[config.mk]
export PLATFORM = sky130hd
export DESIGN_NAME = mem_responder
export DESIGN_NICKNAME = d
export VERILOG_FILES = /design/src/rtl/mem_responder.sv
export SDC_FILE = /design/constraint.sdc
export NUM_CORES = 1
export LEC_CHECK = 0
export ABC_AREA = 1
export CAP_MARGIN = 15
export CORE_MARGIN = 1
export CORE_UTILIZATION = 25
export CTS_BUF_LIST = sky130_fd_sc_hd__clkbuf_2 sky130_fd_sc_hd__clkbuf_4 sky130_fd_sc_hd__clkbuf_8
export DETAILED_ROUTE_END_ITERATION = 16
export PLACE_DENSITY = 0.5
export REMOVE_ABC_BUFFERS = 1
export SLEW_MARGIN = 30
export SYNTH_ARGS = -nofsm -noshare
export SYNTH_HDL_FRONTEND = slang
export SYNTH_SLANG_ARGS = --single-unit
[constraint.sdc]
create_clock -name clk -period 2.2 [get_ports clk]
set_input_delay 0.66 -clock clk [delete_from_list [all_inputs] [get_ports clk]]
set_output_delay 0.66 -clock clk [all_outputs]
set_load 0.01 [all_outputs]
[src/rtl/mem_responder.sv]
`default_nettype none
// ============================================================================
// mem_responder : 32x8 RAM responder with read wait states, one output port
//                 at IO_ADDR, and a sticky protocol-error flag.
// Revision      : 1.0
// ============================================================================
module mem_responder #(
   parameter int         WAIT_STATES = 0,
   parameter logic [4:0] IO_ADDR     = 5'h1F
) (
   input  logic       clk,
   input  logic       rst,
   input  logic [4:0] addr,
   input  logic       rd,
   input  logic       wr,
   input  logic       data_e,
   input  logic [7:0] data_in,
   output logic [7:0] data_out,
   output logic       data_valid,
   output logic       ready,
   output logic [7:0] io_out,
   output logic       io_strobe,
   output logic       proto_err
);

   localparam logic [1:0] c_wait_states = WAIT_STATES[1:0];

   typedef enum logic [1:0] {
      ST_IDLE = 2'd0,
      ST_WAIT = 2'd1,
      ST_RESP = 2'd2
   } state_t;

   state_t     r_state;
   logic [1:0] r_cnt;
   logic [4:0] r_addr;
   logic       r_rd_q;
   logic       r_wr_q;
   logic [7:0] r_mem [32];

   logic w_rd_req;
   logic w_wr_req;
   logic w_idle;
   logic w_err;
   logic w_rd_ok;
   logic w_wr_ok;

   assign w_rd_req = rd & ~r_rd_q;
   assign w_wr_req = wr & ~r_wr_q;
   assign w_idle   = (r_state == ST_IDLE);

   // Any illegal edge is dropped entirely; only the sticky flag records it.
   assign w_err   = (w_wr_req & ~data_e)
                  | (w_rd_req & w_wr_req)
                  | ((w_rd_req | w_wr_req) & ~w_idle);
   assign w_rd_ok = w_rd_req & ~w_wr_req & w_idle;
   assign w_wr_ok = w_wr_req & ~w_rd_req & data_e & w_idle;

   always_ff @(posedge clk) begin
      if (rst) begin
         r_state    <= ST_IDLE;
         r_cnt      <= 2'd0;
         r_addr     <= 5'd0;
         r_rd_q     <= 1'b0;
         r_wr_q     <= 1'b0;
         data_out   <= 8'd0;
         data_valid <= 1'b0;
         ready      <= 1'b1;
         io_out     <= 8'd0;
         io_strobe  <= 1'b0;
         proto_err  <= 1'b0;
      end else begin
         r_rd_q     <= rd;
         r_wr_q     <= wr;
         data_valid <= 1'b0;
         io_strobe  <= 1'b0;
         if (w_err)
            proto_err <= 1'b1;

         case (r_state)
            ST_IDLE: begin
               if (w_rd_ok) begin
                  r_addr  <= addr;
                  r_cnt   <= c_wait_states;
                  ready   <= 1'b0;
                  r_state <= (c_wait_states != 2'd0) ? ST_WAIT : ST_RESP;
               end else if (w_wr_ok && addr == IO_ADDR) begin
                  io_out    <= data_in;
                  io_strobe <= 1'b1;
               end
            end
            ST_WAIT: begin
               r_cnt <= r_cnt - 2'd1;
               if (r_cnt == 2'd1)
                  r_state <= ST_RESP;
            end
            ST_RESP: begin
               data_out   <= (r_addr == IO_ADDR) ? io_out : r_mem[r_addr];
               data_valid <= 1'b1;
               ready      <= 1'b1;
               r_state    <= ST_IDLE;
            end
            default: r_state <= ST_IDLE;
         endcase
      end
   end

   // RAM has no reset; the port address never reaches the array.
   always_ff @(posedge clk) begin
      if (!rst && w_wr_ok && addr != IO_ADDR)
         r_mem[addr] <= data_in;
   end

endmodule
`default_nettype wire

==> results by group <==
Run status
  – Status: finished, final reports clean

Critical path
  – CP max FO: 2
  – Crit path required time: roughly 1.5 ns
  – CP Class: reg2out
  – Worst EP arrival: 1.47 ns
  – CP max stage cell: clkdlybuf4s50_1
  – Worst setup SP type: flip-flop
  – Crit path cell chain: clkdlybuf4s50_1
  – Slowest stage delay, CP: 0.56 ns
  – Critical path's top delay family: buffers and inverters
  – CP startpoint: data_out[5]
  – R2r setup slk: 0.17 ns
  – Critical path endpoint category: output port
  – WP buf/inv: 1

Route
  – DRT antenna net count: 0
  – Routed WL: about 32 mm
  – Average wire per standard cell: 16.39 µm
  – 1st-iter DRT viols: 676
  – Residual DRC count: 0
  – Vias per inst: ~4.3
  – Pre-Repair DR Iteration Count: 5
  – Vias after detailed routing: 8502

STA
  – Final worst path period share: 96.97%
  – Max-slew violation count: 0
  – Worst hold slack: about 0.45 ns
  – Post-route setup TNS: 0 ns
  – # setup viols final: 0
  – Peak Freq: 0.4688 GHz
  – Unrepaired setup endpoints after global routing: false
  – Min Tclk post-route: 2.133 ns
  – Relative slew slack: 59.65%
  – Fin. Hold Viols: 0
  – Slew @ Worst Pin: just over 0.6 ns
  – Clock Skew: 0.02686 ns

Pwr
  – Logic pwr share: under 10%
  – Leakage: 6.245 nW
  – Internal power: 9.662 mW
  – NetSw: 2.840 mW
  – VDD IR-drop max: ~0.5 mV
  – Clk network pwr share: 43.3%
  – P per Cell Area: 831.7 mW/mm²
  – Switching Share: 22.72%
  – Seq pwr share: 48.3%

Finish
  – Layout area overhead: 22.64%
  – Antenna cells: 0
  – Final non-filler cell total: 1982
  – Layout cell share with drive strength beyond 1: between 10 and 15%
  – Fin nets: 1347
  – Number of fillers in the final layout: 5036

Die
  – Die area: 0.04991 mm²
  – Top-Level Pins: 38
  – Core ar.: 0.04805 mm²
  – Initial cell density of the core: 25.51%
  – Die span in x: around 220 µm
  – Die boundary height: 223.4 µm
  – Row cnt: 80

Synthesis
  – Synthesized instance count: 1208
  – Synth area leader: edfxtp_1
  – Cell with the most instances after synthesis: nand2_1
  – Synth async-reset ratio: 0%
  – Seq/Total Area, Yosys: 68.12%
  – Largest cells by area after synthesis: edfxtp_1, nand2_1, nand3_1, dfxtp_1, inv_1
  – Synth cell types: 26
  – Synth warnings: 0
  – Synth top area share: between 60% and 70%
  – Mean Syn Cell Area: 10.15 µm²
  – Flops & latches, synth: 289
  – Most used DFF post-synth: edfxtp_1
  – Post-synth EDFFs: around 260
  – Synth top cells by count: nand2_1, edfxtp_1, nand3_1, inv_1, nor2_1
  – Synth Cell Area: 0.01226 mm²

CTS
  – TritonCTS clock tree: yes
  – Setup bufs post-CTS: 0
  – Clock Sinks: 289
  – Reg clk slew, reported paths: 0.07 ns
  – Clk_lat worst skew: ~0.56 ns
  – Num CTS Buffers: 47
  – Clock Path Buffers: 3
  – Root Buffer: clkbuf_8
  – CTS Hold Bufs: 0
  – H-tree Lvls: 2

Placement
  – Detailed Place HPWL: approximately 20 mm
  – Gpl congestion: 0.8534
  – IO Port Bufs: 37
  – Placed Cells: 1895

Global routing
  – Tot GR Track Use: about an eighth
  – Gr busiest metal: met2
  – Initial antenna violation count: 0
  – GR Util met1: 18.41%
  – First-pass GRT wire length: around 50 mm
  – M2 GR Usage: 20.88%
  – Pin count of the biggest net entering global routing: 37
  – GR Util met3: 2.081%
  – Gr ovfl total: 0
  – Vias in the first global route: 8617

Worst hold path
  – HP Start: data_out[0]
  – Tightest Hold Check Type: reg2reg

Flow run
  – Max cap viols: 0
[what timing repair did]
action / 4_1_cts / 5_1_grt
hold endpoints to repair: 0 / 0
endpoints found under the setup margin: 0 / 1
gates resized for setup: 0 / 1
[logic make-up after synthesis]
logic type,share of synthesized area (%)
buffers and inverters,7.953
flip-flops,68.12
other,0.03060
AND/OR/NAND/NOR,22.25
AO/OA/AOI/OAI,1.654
[stage by stage]
stage                     util (%)  cell area, µm²  setup slack (ns)  power (mW)
final                        31.28           15030           0.06670       12.50
after global placement       28.95           13910           -0.3932       7.207
after global routing         31.28           15030          0.007821       12.93
after CTS                    31.28           15030           0.01813       12.62
after detailed placement     28.95           13910           -0.3300       7.203
after floorplan                  -           11940            -2.061       6.651
[area by class of cell]
type,instances,area [µm²],share of cell area [%]
inverters,167,629.4,4.187
clock inverters,22,276.5,1.840
well taps,615,769.5,5.119
multi-input cells,702,2959,19.69
clock buffers,65,844.6,5.619
repair buffers,122,1199,7.975
flip-flops and latches,289,8353,55.57
[placed cells by master, fill, tap and decap left out, drive strengths merged]
master and count:
nand2 397, edfxtp 256, nand3 190, inv 167, buf 85, nor2 65
clkbuf 65, clkdlybuf4s50 36, dfxtp 33, o21ai 26, clkinv 15, conb 8
a21oi 7, bufinv 7, o211ai 3, nor3 2, nand4 1, or2 1
o22ai 1, o31a 1, dlymetal6s2s 1
[sequential cells by signal, indices dropped and copies added (netlist names), named ones only]
name        flops
r_mem         256
data_out        8
io_out          8
r_addr          5
data_valid      1
io_strobe       1
proto_err       1
r_rd_q          1
r_state         1
r_wr_q          1
ready           1
[metal layers]
metal	vias up	wire length (µm)
met1	4019	15500
met4	0	798
met2	252	14690
met3	53	1511
li1	4178	-
met5	-	0
[final timing paths]
path	depth (start not counted)	end
worst min-delay path	2	data_out[0]
worst max register to register	12	data_out[6]
worst min register to register	2	data_out[0]
worst max-delay path	1	data_out[5]
[power groups by stage]
stage / combinational (mW) / sequential, mW / clock, mW
floorplan: 0.439 / 6.21 / 0
global placement: 1.05 / 6.15 / 0
detailed placement: 1.05 / 6.15 / 0
CTS: 1.05 / 6.04 / 5.53
global route: 1.15 / 6.04 / 5.75
finish: 1.05 / 6.04 / 5.42
No activity file was read; power rests on OpenSTA's default activity.
